File: config.mk
export PLATFORM = sky130hd
export DESIGN_NAME = auto_defuser
export DESIGN_NICKNAME = d
export VERILOG_FILES = /design/src/rtl/auto_defuser.sv
export SDC_FILE = /design/constraint.sdc
export NUM_CORES = 1
export LEC_CHECK = 0
export BUFFER_PORTS_ARGS = -buffer_cell sky130_fd_sc_hd__buf_2
export CAP_MARGIN = 10
export CORE_MARGIN = 4
export CORE_UTILIZATION = 40
export CTS_BUF_LIST = sky130_fd_sc_hd__clkbuf_4 sky130_fd_sc_hd__clkbuf_8
export CTS_CLUSTER_DIAMETER = 120
export CTS_CLUSTER_SIZE = 30
export DETAILED_ROUTE_END_ITERATION = 8
export GPL_ROUTABILITY_DRIVEN = 1
export PLACE_DENSITY = 0.65
export RECOVER_POWER = 100
export SETUP_SLACK_MARGIN = 0.5
export SKIP_LAST_GASP = 1
export SYNTH_ARGS = -nofsm -noshare
export SYNTH_HDL_FRONTEND = slang
export SYNTH_SLANG_ARGS = --single-unit
File: constraint.sdc
create_clock -name clk -period 4.3 [get_ports clk]
set_input_delay 0.215 -clock clk [delete_from_list [all_inputs] [get_ports clk]]
set_output_delay 0.215 -clock clk [all_outputs]
set_load 0.05 [all_outputs]
File: src/rtl/auto_defuser.sv
// Binary-search solver for the time-bomb game: finds secret A (4b) then B (3b) from comparison hints.
// Issues one enter strobe per guess, paced by WAIT_CYCLES; all outputs registered; abort forces FAIL.
module auto_defuser #(
  parameter int WAIT_CYCLES = 25_000_000
) (
  input  logic       clk,
  input  logic       reset,
  input  logic       start,
  input  logic       abort,
  input  logic [1:0] hint_cmp,
  output logic [3:0] guess_a,
  output logic [2:0] guess_b,
  output logic       enter,
  output logic       busy,
  output logic       done,
  output logic       fail,
  output logic [3:0] attempts
);

  localparam int CW = $clog2(WAIT_CYCLES + 1);

  typedef enum logic [3:0] {
    S_IDLE, S_A_PRESENT, S_A_WAIT, S_A_EVAL,
    S_B_PRESENT, S_B_WAIT, S_B_EVAL, S_DONE, S_FAIL
  } state_t;

  state_t        r_state, w_state_nxt;
  logic [3:0]    r_lo, r_hi, w_lo_nxt, w_hi_nxt;
  logic [CW-1:0] r_cnt, w_cnt_nxt;
  logic [3:0]    w_guess_a_nxt, w_att_nxt, w_guess, w_mid;
  logic [2:0]    w_guess_b_nxt;
  logic [4:0]    w_sum;
  logic          w_phase_b, w_busy_state, w_busy_nxt;

  assign w_phase_b    = (r_state == S_B_PRESENT) || (r_state == S_B_WAIT) || (r_state == S_B_EVAL);
  assign w_guess      = w_phase_b ? {1'b0, guess_b} : guess_a;
  assign w_busy_state = (r_state != S_IDLE) && (r_state != S_DONE) && (r_state != S_FAIL);
  assign w_busy_nxt   = (w_state_nxt != S_IDLE) && (w_state_nxt != S_DONE) && (w_state_nxt != S_FAIL);

  always_comb begin
    w_state_nxt   = r_state;
    w_lo_nxt      = r_lo;
    w_hi_nxt      = r_hi;
    w_cnt_nxt     = r_cnt;
    w_att_nxt     = attempts;
    w_guess_a_nxt = guess_a;
    w_guess_b_nxt = guess_b;
    w_sum         = 5'd0;
    w_mid         = 4'd0;

    case (r_state)
      S_IDLE: begin
        if (start) begin
          w_lo_nxt    = 4'd0;
          w_hi_nxt    = 4'd15;
          w_att_nxt   = 4'd0;
          w_state_nxt = S_A_PRESENT;
        end
      end
      S_A_PRESENT, S_B_PRESENT: begin
        w_cnt_nxt   = '0;
        w_state_nxt = w_phase_b ? S_B_WAIT : S_A_WAIT;
      end
      S_A_WAIT, S_B_WAIT: begin
        w_cnt_nxt = r_cnt + 1'b1;
        if (r_cnt == CW'(WAIT_CYCLES - 1))
          w_state_nxt = w_phase_b ? S_B_EVAL : S_A_EVAL;
      end
      S_A_EVAL, S_B_EVAL: begin
        case (hint_cmp)
          2'b00: begin
            if (w_phase_b) begin
              w_state_nxt = S_DONE;
            end else begin
              w_lo_nxt    = 4'd0;
              w_hi_nxt    = 4'd7;
              w_state_nxt = S_B_PRESENT;
            end
          end
          2'b01: begin
            if (w_guess == r_hi) begin
              w_state_nxt = S_FAIL;
            end else begin
              w_lo_nxt    = w_guess + 4'd1;
              w_state_nxt = w_phase_b ? S_B_PRESENT : S_A_PRESENT;
            end
          end
          2'b10: begin
            if (w_guess == r_lo) begin
              w_state_nxt = S_FAIL;
            end else begin
              w_hi_nxt    = w_guess - 4'd1;
              w_state_nxt = w_phase_b ? S_B_PRESENT : S_A_PRESENT;
            end
          end
          default: w_state_nxt = S_FAIL;
        endcase
      end
      S_DONE:  w_state_nxt = S_DONE;
      S_FAIL:  w_state_nxt = S_FAIL;
      default: w_state_nxt = S_FAIL;
    endcase

    // Abort overrides every decision above, so no enter follows it.
    if (abort && w_busy_state)
      w_state_nxt = S_FAIL;

    // Guess is formed from the bounds that take effect on PRESENT entry.
    w_sum = {1'b0, w_lo_nxt} + {1'b0, w_hi_nxt};
    w_mid = w_sum[4:1];
    if (w_state_nxt == S_A_PRESENT || w_state_nxt == S_B_PRESENT) begin
      if (w_att_nxt != 4'd15)
        w_att_nxt = w_att_nxt + 4'd1;
      if (w_state_nxt == S_A_PRESENT)
        w_guess_a_nxt = w_mid;
      else
        w_guess_b_nxt = w_mid[2:0];
    end
  end

  always_ff @(posedge clk) begin
    if (reset) begin
      r_state  <= S_IDLE;
      r_lo     <= 4'd0;
      r_hi     <= 4'd0;
      r_cnt    <= '0;
      guess_a  <= 4'd0;
      guess_b  <= 3'd0;
      enter    <= 1'b0;
      busy     <= 1'b0;
      done     <= 1'b0;
      fail     <= 1'b0;
      attempts <= 4'd0;
    end else begin
      r_state  <= w_state_nxt;
      r_lo     <= w_lo_nxt;
      r_hi     <= w_hi_nxt;
      r_cnt    <= w_cnt_nxt;
      guess_a  <= w_guess_a_nxt;
      guess_b  <= w_guess_b_nxt;
      enter    <= (w_state_nxt == S_A_PRESENT) || (w_state_nxt == S_B_PRESENT);
      busy     <= w_busy_nxt;
      done     <= (w_state_nxt == S_DONE);
      fail     <= (w_state_nxt == S_FAIL);
      attempts <= w_att_nxt;
    end
  end

endmodule

# Word level (Yosys, flattened, before mapping)

Index checks and enable logic that the tools add are counted.

Multiplexer cells: 27
Eq/ne operators: 21
$add $sub $neg: 5
Reductions and logical operators: 18
Bitwise operators: 1

Operators by type and width:

| cell                                                                   | count |
|---|---|
| 4-bit 2-to-1 mux                                                       | 16 |
| 25-bit one-hot mux with 2 select lines                                 | 1 |
| 4-bit one-hot mux with 2 select lines                                  | 4 |
| 25-bit by 1-bit adder with 25-bit output (second input constant)       | 1 |
| 25-bit equality test (second input constant)                           | 1 |
| 4-bit by 3-bit equality test with 1-bit output (second input constant) | 6 |
| 4-bit one-hot mux with 5 select lines                                  | 1 |
| 4-bit != test (second input constant)                                  | 3 |
| 4-bit one-hot mux with 3 select lines                                  | 1 |
| 3-bit 2-to-1 mux                                                       | 3 |
| 4-bit by 1-bit adder with 4-bit output (second input constant)         | 2 |
| 4-bit by 1-bit equality test with 1-bit output (second input constant) | 2 |
| 4-bit by 2-bit equality test with 1-bit output (second input constant) | 2 |
| 4-bit equality test                                                    | 2 |
| 4-bit by 3-bit != test with 1-bit output (second input constant)       | 2 |
| 4-bit nonzero test                                                     | 2 |
| 2-bit OR reduction                                                     | 3 |
| 4-bit by 4-bit adder with 5-bit output                                 | 1 |
| 1-bit logical AND                                                      | 5 |
| 4-bit equality test (second input constant)                            | 1 |
| 4-bit zero test                                                        | 1 |
| 2-bit AND reduction                                                    | 2 |
| 4-bit by 1-bit subtractor with 4-bit output (second input constant)    | 1 |
| 1-bit logical OR                                                       | 3 |
| other kinds (6)                                                        | 6 |

Register bits after elaboration: 52
Bits of input ports: 6
Output and inout bits: 15
Logic and storage cells: 83

# Logic depth before layout (Yosys ltp)

Gate-level depths: netlist of run 1.

Word-level depth: 12
Mapped depth: 15
Depth with buffers taken out: 13

# Least setup slack after synthesis of run 1

No wires, ideal clock.

Path kind: reg2reg
Start point: register guess_a[3]
End point: register guess_a[2]
Period minus slack after synthesis: 3.237 ns
Path slack: 1.063 ns
Data arrival time: 3.110 ns
Stages on the path, launching flop included: 15
Cells stage by stage: dfxtp_1 clkbuf_1 xor2_1 o22ai_1 o21a_1 nand3_1 and2_1 or2_2 o22ai_1 inv_1 ha_1 inv_1 o311a_1 nor3_1 o22ai_1

Elaborated cells on any way between the ends: 21
Those cells by class: add/sub: 3; eq/ne: 4; mux: 12; reduce/logical: 2

RTL lines:

| item                                   | RTL line | source |
|---|---|---|
| start: declaration                     | 11       | `output logic [3:0] guess_a,` |
| start signal: assignment               | 139      | `guess_a <= w_guess_a_nxt;` |
| 4-bit 2-to-1 mux                       | 36       | `assign w_guess = w_phase_b ? {1'b0, guess_b} : guess_a;` |
| 4-bit equality test                    | 89       | `if (w_guess == r_lo) begin` |
| 4-bit 2-to-1 mux                       | 89       |  |
| 4-bit one-hot mux with 2 select lines  | 70       | `case (hint_cmp)` |
| 4-bit one-hot mux with 2 select lines  | 51       | `case (r_state)` |
| named net w_hi_nxt[1]                  | 28       | `logic [3:0] r_lo, r_hi, w_lo_nxt, w_hi_nxt;` |
| 4-bit by 4-bit adder with 5-bit output | 109      | `w_sum = {1'b0, w_lo_nxt} + {1'b0, w_hi_nxt};` |

The timed path passes the listed nets, and every way through them passes these cells.
A chain may end at the register's enable or synchronous reset.

# Worst setup path after layout of run 1

Start point: register r_state[2]
End point: register guess_b[2]

Elaborated cells on any way between the ends: 49
Those cells by class: add/sub: 3; eq/ne: 13; mux: 20; bitwise: 1; reduce/logical: 12

RTL lines:

| item                                                                                      | RTL line | source |
|---|---|---|
| start: declaration                                                                        | 27       | `state_t r_state, w_state_nxt;` |
| start signal: assignment                                                                  | 135      | `r_state <= w_state_nxt;` |
| 4-bit by 3-bit equality test with 1-bit output                                            | 35       | `assign w_phase_b = (r_state == S_B_PRESENT) \|\| (r_state == S_B_WAIT) \|\| (r_state == S_B_EVAL);` |
| 1-bit logical OR (2 in a row)                                                             | 35       |  |
| 4-bit 2-to-1 mux                                                                          | 36       |  |
| 4-bit by 1-bit subtractor with 4-bit output / 4-bit equality test (equally long branches) | 92, 89   |  |
| 4-bit 2-to-1 mux                                                                          | 89       |  |
| 4-bit one-hot mux with 2 select lines                                                     | 70       |  |
| 4-bit one-hot mux with 2 select lines *                                                   | 51       |  |
| named net w_hi_nxt[1]                                                                     | 28       |  |
| 4-bit by 4-bit adder with 5-bit output *                                                  | 109      |  |
| end signal: assignment                                                                    | 140      | `guess_b <= w_guess_b_nxt;` |
| end: declaration                                                                          | 12       | `output logic [2:0] guess_b,` |

Mark *: on every way through the listed nets, which the timed path passes. The rest lies on a longest branch.

==> out/summary.txt, run 1 <==
status: finished clean
routed wire length on met2: 3.61 mm
share of the synthesized area in the top cell type: 30.4%
Worst EP arrival: 3.84 ns
cts bufs inserted: 5
Met3 Routed Length: 484 um
RSZ-0062 raised after global routing: false
post-synth cell types: 69
ys flop type: dfxtp_1
drc violations: 0
Hold WC Path Type: in2reg
Cell Area, Placed: 3560 um^2
Iter 0 DRT Violations: 305
I/O pin count: 21
commonest non-fill, non-tap cell in the layout: nor2_1
ant diodes: 0
vias in the first global route: 2857
postcts setup bufs: 0
f_max: 0.273 GHz
dominant cells by area after synthesis: dfxtp_1 (30%), nor2_1 (5.7%), a21oi_1 (5.1%)
Req. time, crit path: 4.48 ns
DR vias/cell: 5.82
Synth Area in Compound Gates: 24.9%
Post-Synth Simple-Gate Area: 30.0%
Syn. warnings: 0
Max Buffers Root-to-Sink: 2
clock-pin slew on the worst setup and hold paths: 0.10 ns
Post-DP HPWL: 5.97 mm
Syn Std Cell Area: 3420 um^2
xor and xnor area share after synthesis: 3.58%
largest net degree at the start of global routing: 56
Setup TNS Final: 0 ns
met1 WL: 4.13 mm
Chip Height: 101 um
first-pass GRT wire length: 13.8 mm
Mapped Cells: 444
Synth Register Bits: 52
Synth Area in Adders: 3.14%
root buffer cell: clkbuf_8
Peak VDD IR: 0.210 mV
CP cell instances: nand2b_1, a2111oi_2, or2_2, nand3_1, and2_0, or2_2, o22ai_1, inv_1, ha_1, inv_1, o311a_1, nor3_1, o22ai_1
via count: 3217
Initial Utilization: 41.5%
1st-pass router iterations: 4
max-slew violations: 0
biggest cell delay along the critical path: 0.65 ns
Clock Skews: 0.00927 ns
fin crit period: 3.67 ns
Critical-path top delay cell: dfxtp_1
Async SR Flop Fraction: 0%
kind of end point of the critical path: register
largest family of logic cells by synthesized area: simple AND/OR/NAND/NOR gates
commonest non-fill, non-tap cells in the layout: nor2_1 (52), dfxtp_1 (51), a21oi_1 (35), nand2_1 (30), o21ai_0 (25)
share of cells above drive strength 1: 7.14%
critical path launch point type: register
Sink Count: 52
H-tree levels: 2
Placer Congestion: 0.904
Net count, final: 461
Tcrit/Tclk final: 85.3%
Filler Cell Count: 840
critical path peak fanout: 17
grt ovf: 0
Routed Antenna Nets: 0
leading area contributor after synthesis: dfxtp_1
Rel. slew slack: 34.8%
hold_buf cts: 0
Placeable Area: 8260 um^2
CTS tree: done
Mapped Nets: 458
pwr/cell area: 333 nW/um^2
row count: 33
syn_area_per_cell: 7.71 um^2
# Max-Cap Violations: 0
Die X: 101 um
final core occ: 43.7%
initial antenna violation count: 0
multiplexer share of the synthesized area: 2.56%
DR WL/cell: 15.0 um
area grow syn2layout: 5.26%
DIE AREA: 10100 um^2
PortBufs: 20
Final Instance Area: 3600 um^2
reg-to-reg slack, setup: 0.63 ns
Post-synth EDFFs: 0
P_leak: 1.27 nW
# setup viols final: 0
Seq/Total Area, Yosys: 30.4%
WL final: 8.32 mm
Overall Global Routing Usage: 16.7%
top sig layer: met4
clk_lat worst skew: 0.31 ns
Worst Tran Pin Value: 0.979 ns
Crit Path Class: reg2reg
Fin. Hold Viols: 0
-- metal layers --
| layer | track usage (%) | vias up |
|---|---|---|
| met1 | 24.7 | 1494 |
| met4 | 4.56 | 0 |
| met5 | 0 | - |
| met2 | 25.0 | 97 |
| met3 | 2.91 | 6 |
| li1 | - | 1620 |
-- Yosys cell counts (6+ instances only) --
cell type / number
a21oi_1: 35
a311oi_1: 6
a31oi_1: 6
and2_1: 7
and3_1: 7
clkbuf_1: 20
dfxtp_1: 52
ha_1: 7
inv_1: 16
nand2_1: 30
nand2b_1: 8
nand3_1: 15
nor2_1: 52
nor2b_1: 11
nor3_1: 21
o21ai_0: 25
o22ai_1: 6
or2_2: 6
or3_1: 9
xnor2_1: 10
-- worst max-delay path: cells and delay by family (launching register included) --
family          cells  cell delay (ns)
simple gates        6             1.32
fa+ha+maj           1             0.31
buf+inv             2             0.13
flops               1             0.65
compound gates      4             1.13
-- repair_timing --
| item | 4_1_cts | 5_1_grt |
|---|---|---|
| resized for setup | 0 | 3 |
| endpoints found under the setup margin | 0 | 2 |
| hold endpoints to repair | 0 | 0 |
-- state kept, by name, indices dropped and copies added, names as in the netlist --
name / flops
r_cnt: 25
attempts: 4
guess_a: 4
r_hi: 4
r_lo: 4
r_state: 4
guess_b: 3
busy: 1
done: 1
enter: 1
fail: 1
-- logic make-up after synthesis --
kind of cell | Yosys count
and+or+nand+nor | 196
AOI/OAI and AO/OA | 122
muxes | 8
DFF | 52
adders and majority gates | 8
buffers and inverters | 44
xor gates and xnor gates | 14
-- power by group --
group,switching [W],internal (W)
Clock,0.000163,0.000179
Sequential,0.0000364,0.000502
Combinational,0.000201,0.000119
-- stage by stage --
| step | cells | total power, W | hold WS (ns) | setup WS (ns) |
|---|---|---|---|---|
| 6_report | 553 | 0.00120 | 0.428 | 0.632 |
| 4_1_cts | 553 | 0.00122 | 0.407 | 0.688 |
| 5_1_grt | 553 | 0.00127 | 0.460 | 0.301 |
| 2_1_floorplan | 444 | 0.000803 | 0.454 | 1.06 |
| 3_3_place_gp | 545 | 0.000872 | 0.468 | 0.803 |
| 3_5_place_dp | 545 | 0.000875 | 0.484 | 0.730 |
-- worst paths after layout --
| kind | start | end | depth (start not counted) |
|---|---|---|---|
| max reg2reg | r_state[2]$_SDFF_PP0_ | guess_b[2]$_SDFFE_PP0P_ | 13 |
| max | r_state[2]$_SDFF_PP0_ | guess_b[2]$_SDFFE_PP0P_ | 13 |
| min | abort | r_state[3]$_SDFF_PP0_ | 3 |
| min reg2reg | attempts[1]$_SDFF_PP0_ | attempts[1]$_SDFF_PP0_ | 2 |
-- cell type report --
class                      count  area, um^2  area share [%]
inverter                      17        63.8            1.77
tap                          105         131            3.64
clock inverter                 2        35.0           0.972
clock buffer                   6        76.3            2.12
timing repair buffer          23         104            2.88
sequential                    52        1040            28.9
multi-input combinational    348        2150            59.7
No activity file was read; power rests on OpenSTA's default activity.
==> inputs of run 2 (changes only) <==
REMOVE_ABC_BUFFERS = 1   (was default)
==> out/summary.txt, run 2 (synthesized netlist as in run 1, its figures left out) <==
clk_lat worst skew: 0.31 ns (about the same)
1st-pass router iterations: 5 (+1)
DR vias/cell: 5.87 (+0.87%)
max-slew violations: 0 (unchanged)
Critical-path top delay cell: a2111oi_0
initial antenna violation count: 0 (unchanged)
Worst EP arrival: 4.02 ns (+0.18 ns)
root buffer cell: clkbuf_8
share of cells above drive strength 1: 7.59% (+0.45 points)
# setup viols final: 0 (unchanged)
Routed Antenna Nets: 0 (unchanged)
Resized cells post-CTS: 0 (unchanged)
Fin. Hold Viols: 0 (unchanged)
# Max-Cap Violations: 0 (unchanged)
PortBufs: 20 (unchanged)
DIE AREA: 10100 um^2 (unchanged)
grt ovf: 0 (unchanged)
P_leak: 1.27 nW (-0.39%)
I/O pin count: 21 (unchanged)
fin crit period: 3.81 ns (+0.146 ns)
Tcrit/Tclk final: 88.7% (+3.4 points)
final core occ: 43.7% (+0.076 points)
setup ws final: 0.486 ns (-0.146 ns)
biggest cell delay along the critical path: 0.91 ns (+0.26 ns)
WP buf/inv: 1 (-1)
Placeable Area: 8260 um^2 (unchanged)
row count: 33 (unchanged)
via count: 3245 (+0.87%)
commonest non-fill, non-tap cell in the layout: nor2_1
Chip Height: 101 um (unchanged)
Req. time, crit path: 4.50 ns (+0.02 ns)
Worst Tran Pin Value: 1.03 ns (+0.0502 ns)
Hold WC Path Type: in2reg
CTS tree: done
f_max: 0.262 GHz (-3.8%)
postcts setup bufs: 0 (unchanged)
critical path launch point type: register
hold_buf cts: 0 (unchanged)
commonest non-fill, non-tap cells in the layout: nor2_1 (52), dfxtp_1 (50), a21oi_1 (35), nand2_1 (31), o21ai_0 (25)
Die X: 101 um (unchanged)
DR WL/cell: 15.3 um (+1.9%)
cts bufs inserted: 5 (unchanged)
drc violations: 0 (unchanged)
vias in the first global route: 2924 (+2.3%)
ant diodes: 0 (unchanged)
Setup TNS Final: 0 ns (unchanged)
Net count, final: 461 (unchanged)
largest register by flop count: r_cnt
Iter 0 DRT Violations: 231 (-24%)
first-pass GRT wire length: 14.4 mm (+4.1%)
Post-DP HPWL: 5.95 mm (-0.36%)
H-tree levels: 2 (unchanged)
Max Buffers Root-to-Sink: 2 (unchanged)
Sink Count: 52 (unchanged)
clock-pin slew on the worst setup and hold paths: 0.10 ns (about the same)
Crit Path Class: reg2reg
worst hold slack: 0.415 ns (-0.0134 ns)
Largest register FFs: 25 (unchanged)
WL final: 8.47 mm (+1.9%)
Initial Utilization: 41.5% (unchanged)
pre-CTS setup slack: 0.695 ns (-0.0350 ns)
critical path peak fanout: 13 (-4)
area grow syn2layout: 5.44%
largest net degree at the start of global routing: 56 (unchanged)
CP top delay family: compound AO/OA/AOI/OAI gates
RSZ-0062 raised after global routing: false
Rel. slew slack: 31.4% (-3.3 points)
status: finished clean
Placer Congestion: 0.900 (-0.43%)
Peak VDD IR: 0.138 mV (-34%)
pwr/cell area: 325 nW/um^2 (-2.6%)
kind of end point of the critical path: register
CP cell instances: ha_1, and3_1, nand3_1, nor4_1, o22ai_1, a2111oi_0, a2111oi_4, buf_4, o22ai_2, mux2_1
Clock Skews: 0.00699 ns (-0.00228 ns)
Overall Global Routing Usage: 17.2% (+0.45 points)
Filler Cell Count: 855 (+1.8%)
[run 2: worst paths after layout]
kind,from,to,slack (ns),cells past startpoint
worst max register to register,r_cnt[0]$_SDFFE_PP0P_,attempts[0]$_SDFF_PP0_,0.49,10
worst min-delay path,abort,r_state[3]$_SDFF_PP0_,0.41,3
worst max-delay path,r_cnt[0]$_SDFFE_PP0P_,attempts[0]$_SDFF_PP0_,0.49,10
worst min register to register,r_cnt[20]$_SDFFE_PP0P_,r_cnt[20]$_SDFFE_PP0P_,0.49,2
[run 2: metrics by stage]
| stage | power [W] | std cells | cell area (um^2) |
|---|---|---|---|
| 6_report | 0.00117 | 553 | 3610 |
| 3_3_place_gp | 0.000874 | 545 | 3560 |
| 3_5_place_dp | 0.000877 | 545 | 3560 |
| 2_1_floorplan | 0.000787 | 417 | 3300 |
| 4_1_cts | 0.00119 | 553 | 3650 |
| 5_1_grt | 0.00123 | 553 | 3610 |
[run 2: worst register-to-register path: stages (launching register included)]
cell       delay (ns)
dfxtp_1          0.38
ha_1             0.19
and3_1           0.23
nand3_1          0.25
nor4_1           0.76
o22ai_1          0.15
a2111oi_0        0.91
a2111oi_4        0.03
buf_4            0.24
o22ai_2          0.23
mux2_1           0.35
[run 2: report_power, final]
| part | total, W | internal (W) | switching [W] | leakage [nW] |
|---|---|---|---|---|
| logic | 0.000325 | 0.000121 | 0.000204 | 0.792 |
| clock network | 0.000309 | 0.000132 | 0.000176 | 0.0516 |
| registers | 0.000538 | 0.000502 | 0.0000361 | 0.423 |
[run 2: final cells by class]
cell class                 count  area, um^2  area share (%)
sequential                    52        1040            28.9
tap                          105         131            3.64
multi-input combinational    348        2170            60.2
inverter                      17        63.8            1.77
clock buffer                   6        82.6            2.29
timing repair buffer          23         104            2.88
clock inverter                 2        13.8           0.381
[run 2: layer usage]
layer  track usage [%]  vias up  wire length [um]
met4              3.83        0                92
met5                 0        -                 0
met1              26.3     1533              4380
met2              25.4       76              3660
li1                  -     1630                 -
met3              2.28        6               340
